`config.mk`:
```
export PLATFORM = sky130hd
export DESIGN_NAME = debounce_multi
export DESIGN_NICKNAME = d
export VERILOG_FILES = /design/src/rtl/debounce_pkg.sv /design/src/rtl/debounce_chan.sv /design/src/rtl/debounce_multi.sv
export SDC_FILE = /design/constraint.sdc
export NUM_CORES = 1
export LEC_CHECK = 0
export CAP_MARGIN = 0
export CORE_AREA = 2 2 93 95
export DETAILED_ROUTE_END_ITERATION = 8
export DIE_AREA = 0 0 95 97
export PLACE_DENSITY = 0.78
export SYNTH_ARGS = -nofsm -noshare
export SYNTH_HDL_FRONTEND = slang
export SYNTH_SLANG_ARGS = --single-unit
```
`constraint.sdc`:
```
create_clock -name clk -period 2.45 [get_ports clk]
set_input_delay 0.6125 -clock clk [delete_from_list [all_inputs] [get_ports clk]]
set_output_delay 0.6125 -clock clk [all_outputs]
set_load 0.01 [all_outputs]
```
`src/rtl/debounce_pkg.sv`:
```
// Shared helpers for the front-panel input scanners: channel-index sizing and a
// lowest-set-bit priority function over a fixed 32-bit vector.
package debounce_pkg;

  localparam int MAX_CH = 32;

  // Index width for an n-channel scanner; never narrower than one bit.
  function automatic int ch_idx_w(input int n);
    return (n > 1) ? $clog2(n) : 1;
  endfunction

  function automatic int lowest_set(input logic [MAX_CH-1:0] v);
    int idx;
    idx = 0;
    for (int i = MAX_CH - 1; i >= 0; i--) begin
      if (v[i]) idx = i;
    end
    return idx;
  endfunction

endpackage

```
`src/rtl/debounce_chan.sv`:
```
// One debounced channel: polarity, 2-FF synchroniser, settle counter, level and
// press/release pulses. Hold counter for long-press exists only with DEBOUNCE_LONGPRESS_EN.
module debounce_chan #(
  parameter int CNT_W      = 21,
  parameter int ACTIVE_LOW = 0,
  parameter int LONG_W     = 27
) (
  input  logic clk,
  input  logic rst,
  input  logic btn_i,
  output logic state,
  output logic press,
  output logic release_o,
  output logic long_press
);

  localparam logic POL = (ACTIVE_LOW != 0);

  logic             x;
  logic             s1_q, s1_d;
  logic             s2_q, s2_d;
  logic [CNT_W-1:0] cnt_q, cnt_d;
  logic             state_q, state_d;
  logic             press_q, press_d;
  logic             rel_q, rel_d;

  assign x = btn_i ^ POL;

  always_comb begin
    s1_d    = x;
    s2_d    = s1_q;
    cnt_d   = cnt_q;
    state_d = state_q;
    // Any disagreement between the sync stages restarts the settle window.
    if (s1_q != s2_q) begin
      cnt_d = '0;
    end else if (!cnt_q[CNT_W-1]) begin
      cnt_d = cnt_q + CNT_W'(1);
    end
    if (cnt_q[CNT_W-1]) state_d = s2_q;
    press_d = ~state_q &  s2_q & cnt_q[CNT_W-1];
    rel_d   =  state_q & ~s2_q & cnt_q[CNT_W-1];
  end

  always_ff @(posedge clk) begin
    if (rst) begin
      s1_q    <= 1'b0;
      s2_q    <= 1'b0;
      cnt_q   <= '0;
      state_q <= 1'b0;
      press_q <= 1'b0;
      rel_q   <= 1'b0;
    end else begin
      s1_q    <= s1_d;
      s2_q    <= s2_d;
      cnt_q   <= cnt_d;
      state_q <= state_d;
      press_q <= press_d;
      rel_q   <= rel_d;
    end
  end

  assign state     = state_q;
  assign press     = press_q;
  assign release_o = rel_q;

`ifdef DEBOUNCE_LONGPRESS_EN
  logic [LONG_W-1:0] h_q, h_d;
  logic              long_q, long_d;

  always_comb begin
    h_d = h_q;
    if (!state_q) begin
      h_d = '0;
    end else if (!h_q[LONG_W-1]) begin
      h_d = h_q + LONG_W'(1);
    end
    // Saturation keeps the MSB high for the rest of the hold, so this fires once.
    long_d = ~h_q[LONG_W-1] & h_d[LONG_W-1];
  end

  always_ff @(posedge clk) begin
    if (rst) begin
      h_q    <= '0;
      long_q <= 1'b0;
    end else begin
      h_q    <= h_d;
      long_q <= long_d;
    end
  end

  assign long_press = long_q;
`else
  logic unused_long_w;
  assign unused_long_w = (LONG_W > 0);
  assign long_press    = 1'b0;
`endif

endmodule

```
`src/rtl/debounce_multi.sv`:
```
// N-channel debouncer with a pending-press event queue drained lowest channel first.
// Long-press pulses are generated only when DEBOUNCE_LONGPRESS_EN is defined.
module debounce_multi
  import debounce_pkg::*;
#(
  parameter  int N_CH       = 4,
  parameter  int CNT_W      = 21,
  parameter  int ACTIVE_LOW = 0,
  parameter  int LONG_W     = 27,
  localparam int CH_IDX_W   = ch_idx_w(N_CH)
) (
  input  logic                clk,
  input  logic                rst,
  input  logic [N_CH-1:0]     btn,
  output logic [N_CH-1:0]     state,
  output logic [N_CH-1:0]     press,
  // "release" is a reserved word, hence the suffix.
  output logic [N_CH-1:0]     release_o,
  output logic [N_CH-1:0]     long_press,
  output logic                evt_valid,
  output logic [CH_IDX_W-1:0] evt_ch,
  input  logic                evt_ready
);

  for (genvar i = 0; i < N_CH; i++) begin : g_chan
    debounce_chan #(
      .CNT_W     (CNT_W),
      .ACTIVE_LOW(ACTIVE_LOW),
      .LONG_W    (LONG_W)
    ) u_chan (
      .clk       (clk),
      .rst       (rst),
      .btn_i     (btn[i]),
      .state     (state[i]),
      .press     (press[i]),
      .release_o (release_o[i]),
      .long_press(long_press[i])
    );
  end

  logic [N_CH-1:0]   pend_q, pend_d;
  logic [N_CH-1:0]   clr_mask;
  logic [MAX_CH-1:0] pend_ext;

  always_comb begin
    pend_ext             = '0;
    pend_ext[N_CH-1:0]   = pend_q;
    evt_valid            = |pend_q;
    evt_ch               = CH_IDX_W'(lowest_set(pend_ext));
    clr_mask             = '0;
    if (evt_valid && evt_ready) clr_mask[evt_ch] = 1'b1;
    // Set after clear: a press landing on the channel being accepted is kept.
    pend_d = (pend_q & ~clr_mask) | press;
  end

  always_ff @(posedge clk) begin
    if (rst) pend_q <= '0;
    else     pend_q <= pend_d;
  end

endmodule
```
; Word level (Yosys, flattened, before mapping)
; Cells that the tools add are included.
[word_totals]
reg_bits = 108
word_cells = 84
out_inout_bits = 19
input_bits = 7
[classes]
magnitude_cmp = 2
n_eq_ne = 4
reduce_logical = 7
add_sub_neg = 4
n_bitwise = 27
n_mux = 11
[op_table]
columns = operator, count
row1 = $add A21 B1 Y21 const B, 4
row2 = $mux W21, 4
row3 = $and A1 B1 Y1, 16
row4 = $mux W2, 4
row5 = $not A1 Y1, 8
row6 = $reduce_or A2 Y1, 4
row7 = $and A4 B4 Y4, 1
row8 = $mux W4, 1
row9 = $ne A1 B1 Y1, 4
row10 = $not A4 Y4, 1
row11 = $or A4 B4 Y4, 1
row12 = $reduce_or A4 Y1, 1
row13 = $lt A2 B3 Y1 const B, 1
row14 = $demux W1 S2, 1
row15 = $ge A2 B1 Y1 const B, 1
row16 = $logic_and A1 B1 Y1, 2
row17 = $mux W1, 1

; Longest topological paths before layout
[logic_depth]
ltp_word = 12
ltp_mapped = 6
ltp_nobuf = 5

; Modules after synthesis
; A second synthesis with hierarchy kept.
[hier_totals]
hier_cells = 519
hier_area_um2 = 4655.7
[modules_own_cells]
columns = module, seq_area_each_um2, cells_each, instances, area_each_um2
row1 = debounce_chan, 520.5, 124, 4, 1122.3
row2 = debounce_multi, 80.1, 23, 1, 166.4

; Worst setup path before layout
; Ideal clock, no wire load.
[synth_path]
path_kind = register to register
from = register g_chan[0].u_chan.cnt_q[0]
to = register g_chan[0].u_chan.cnt_q[18]
setup_ns = 0.121
path_stages_with_launch = 6
arrival_ns = 1.718
n_path_buf = 0
required_ns = 2.329
synth_period_minus_slack_ns = 1.839
path_slack_ns = 0.611
path_cell_list = dfxtp_1 > ha_1 > nand4b_1 > nor4_1 > and4_1 > mux2_2
[synth_between]
elab_chain_len = 1
[synth_rtl]
columns = item, line
row1 = start: declaration, debounce_chan.sv:22  ; logic [CNT_W-1:0] cnt_q, cnt_d;
row2 = start signal: assignment, debounce_chan.sv:56  ; cnt_q <= cnt_d;
row3 = $add A21 B1 Y21, debounce_chan.sv:38  ; cnt_d = cnt_q + CNT_W'(1);
; No other way between the ends.
; A chain may end at the register's enable or synchronous reset.

; Worst setup path in the final report
[layout_path]
from = register pend_q[2]
to = output port evt_ch[1]
[layout_between]
elab_chain_len = 3
[layout_rtl]
columns = item, line
row1 = start: declaration, debounce_multi.sv:41  ; logic [N_CH-1:0] pend_q, pend_d;
row2 = start signal: assignment, debounce_multi.sv:58  ; else pend_q <= pend_d;
row3 = $mux W2 (3 in series), debounce_pkg.sv:16  ; if (v[i]) idx = i;
row4 = end: declaration, debounce_multi.sv:21  ; output logic [CH_IDX_W-1:0] evt_ch,
; No other way between the ends.

==> impl_metrics.ini <==
[logic_synthesis]
yosys_warnings = 0
synth-seq-area-share_pct = 45.56
synth-seq-cells = 108
synth_edf_count = 0
synth_ff_type = dfxtp_1
async_reset_ff_share_pct = 0
syn_avg_cell_area_um2 = 8.954
syn_inst = 530
synth_area_um2 = 4746
synth_cell_types = 45

[cells_and_area]
final_cell_mix = dfxtp_1, nor2_1, a21oi_1
nets = 548
nFillCells = 675
diodes = 0
area_growth_pct = 9.043
final_common_cell = dfxtp_1
drive_gt1_share_pct = 5.904

[pwr]
clkPwrFrac_pct = 38.5
combPwrFrac_pct = 3.5
seq_power_share_pct = 58.0
switching_share_pct = 21.79
intPower_mw = 2.427
powerDensity_nw_per_um2 = 599.6
p_switching_uw = 676.2
total_power_mw = 3.103
peakVddDrop_mv = 0.3880
leakagePower_nw = 1.718

[drt]
ant_nets = 0
drt-total-wl_um = 8407
drc = 0
vias = 3660
wire_per_inst_um = 12.99
dr.first_iter.drc_count = 77
dr.pass1.iters = 5
drt-vias-per-instance = 5.657

[worst_setup_path]
criticalPathCategory = reg2out
worstPathArrival_ns = 1.51
crit_buf_inv = 1
worstPathRequired_ns = 1.84
critical_path.top_delay_family = buffers and inverters
cp.depth = 3
cp_max_fo = 4
path_cells = nor2_1, nor3_1, clkdlybuf4s50_1
crit_slowest_cell = clkdlybuf4s50_1
ff2ff_path_depth = 4
cp_slowest_stage_delay_ns = 0.56
start_kind = register
end_kind = output pin

[floorplan]
chipWidth_um = 95
core_area_um2 = 8134
dieArea_um2 = 9215
initial_core_util_pct = 58.34
io_pins = 26
num_rows = 33
die_h_um = 97

[timing]
drv_slew = 0
setup_viol = 0
hold_violations = 0
rsz0062_at_grt = false
finalCritPeriodShare_pct = 86.48
tightest_slew_ns = 0.5274
maxSlewHeadroom_pct = 64.52
clock_skew_ns = 0.006726
max_freq_mhz = 472.0
fin_crit_ns = 2.119
fin_setup_tns_ns = 0
setup_slack_ns = 0.3312

[cts]
cts_root_buffer = clkbuf_8
post_cts_buffers = 0
clk_path_buf_depth = 2
cts_max_level = 3
cts_tree = built
insertion_delay_ns = 0.36
ctsResizeCount = 0
cts_hold_buf = 0
cts.sinks = 108
clkTransAtPathRegs_ns = 0.09
numCtsBuffers = 9

[global_route]
antenna_found_initial = 0
grt_pass1_wl_um = 14650
grt_overflow_total = 0
groute.usage.overall_pct = 19.39
grt_max_degree = 22
grt_pass1_vias = 3356

[job]
drv_cap = 0

[hold_path]
hold_path.class = reg2reg
min_delay_path_depth = 2

[placement]
placement.setup.worst_slack_ns = 0.3705
port_buffers = 21
dp_hpwl_um = 5924
place.gp.congestion = 0.8545

[run_status]
status = finished clean
==> synth_stat cells, types with 4 or more instances <==
cell | number | area [um2]
or3_1 | 26 | 162.7
nor2b_1 | 11 | 68.82
nand4_1 | 19 | 118.9
mux2i_1 | 8 | 80.08
nand3_1 | 22 | 110.1
or4_1 | 6 | 45.04
nor4_1 | 13 | 81.33
nor3_1 | 7 | 35.03
nor4bb_1 | 8 | 80.08
nand2_1 | 24 | 90.09
buf_2 | 5 | 25.02
and4_1 | 6 | 52.55
dfxtp_1 | 108 | 2162
clkbuf_1 | 13 | 48.80
o31ai_1 | 5 | 37.54
inv_1 | 13 | 48.80
xor2_1 | 21 | 183.9
a21oi_1 | 34 | 170.2
o21ai_0 | 26 | 130.1
nor2_1 | 68 | 255.2
nand4b_1 | 5 | 43.79
xnor2_1 | 28 | 245.2
and4b_1 | 4 | 40.04
ha_1 | 4 | 50.05
and3_1 | 4 | 25.02
buf_4 | 16 | 120.1
==> worst paths after layout <==
kind,startpoint,to,slack [ns]
worst min-delay path,g_chan[3].u_chan.press,pend_q[3],0.48
worst max-delay path,pend_q[2],evt_ch[1],0.33
worst min register to register,g_chan[3].u_chan.press,pend_q[3],0.48
worst max register to register,g_chan[0].u_chan.cnt_q[7],g_chan[0].u_chan.cnt_q[18],0.44
==> flip-flops by register name (all words and copies together) (netlist names) <==
| name | count |
|---|---|
| g_chan.u_chan.cnt_q | 84 |
| g_chan.u_chan.press | 4 |
| g_chan.u_chan.release_o | 4 |
| g_chan.u_chan.s1_q | 4 |
| g_chan.u_chan.s2_q | 4 |
| g_chan.u_chan.state | 4 |
| pend_q | 4 |
==> worst register-to-register path, cell delays in order, from the launching register on <==
cell and delay (ns):
dfxtp_1 0.43, nand4_1 0.32, nor4_1 0.56, and4_1 0.27, mux2_2 0.33
==> routing by layer <==
| layer | GRT usage [%] | wire [um] | vias up |
|---|---|---|---|
| met1 | 24.90 | 4076 | 1743 |
| li1 | - | - | 1862 |
| met3 | 4.984 | 262 | 8 |
| met2 | 32.41 | 3971 | 47 |
| met5 | 0 | 0 | - |
| met4 | 4.682 | 96 | 0 |
==> area by class of cell <==
cell class | instances | area (um2) | area share (%)
multi-input combinational | 376 | 2337 | 45.16
sequential | 108 | 2162 | 41.78
timing repair buffer | 29 | 270.3 | 5.222
clock buffer | 11 | 141.4 | 2.732
tap | 105 | 131.4 | 2.539
clock inverter | 5 | 83.83 | 1.620
inverter | 13 | 48.80 | 0.9429
==> logic make-up after synthesis <==
kind of cell               Yosys count  share of synthesized area (%)
other                                1                        0.07902
xor gates and xnor gates            49                          9.043
and+or+nand+nor                    239                          28.82
adders and majority gates            4                          1.055
AOI/OAI and AO/OA                   71                          8.094
muxes                                9                          1.925
DFF                                108                          45.56
buffers and inverters               49                          5.431
==> per-stage QoR <==
step,util (%),cells,area (um2),hold WS [ns]
after global placement,60.85,631,4950,0.4552
final,63.62,647,5175,0.4799
after detailed placement,60.85,631,4950,0.4595
after floorplan,-,533,4757,0.4259
after CTS,63.62,647,5175,0.4795
after global routing,63.62,647,5175,0.5057
==> power groups by stage <==
stage	logic, mW	registers (mW)	clock network, mW
2_1_floorplan	0.0843	1.83	0
3_3_place_gp	0.106	1.84	0
3_5_place_dp	0.111	1.84	0
4_1_cts	0.111	1.80	1.22
5_1_grt	0.123	1.80	1.29
6_report	0.110	1.80	1.19
Power figures use the tool's default switching activity.
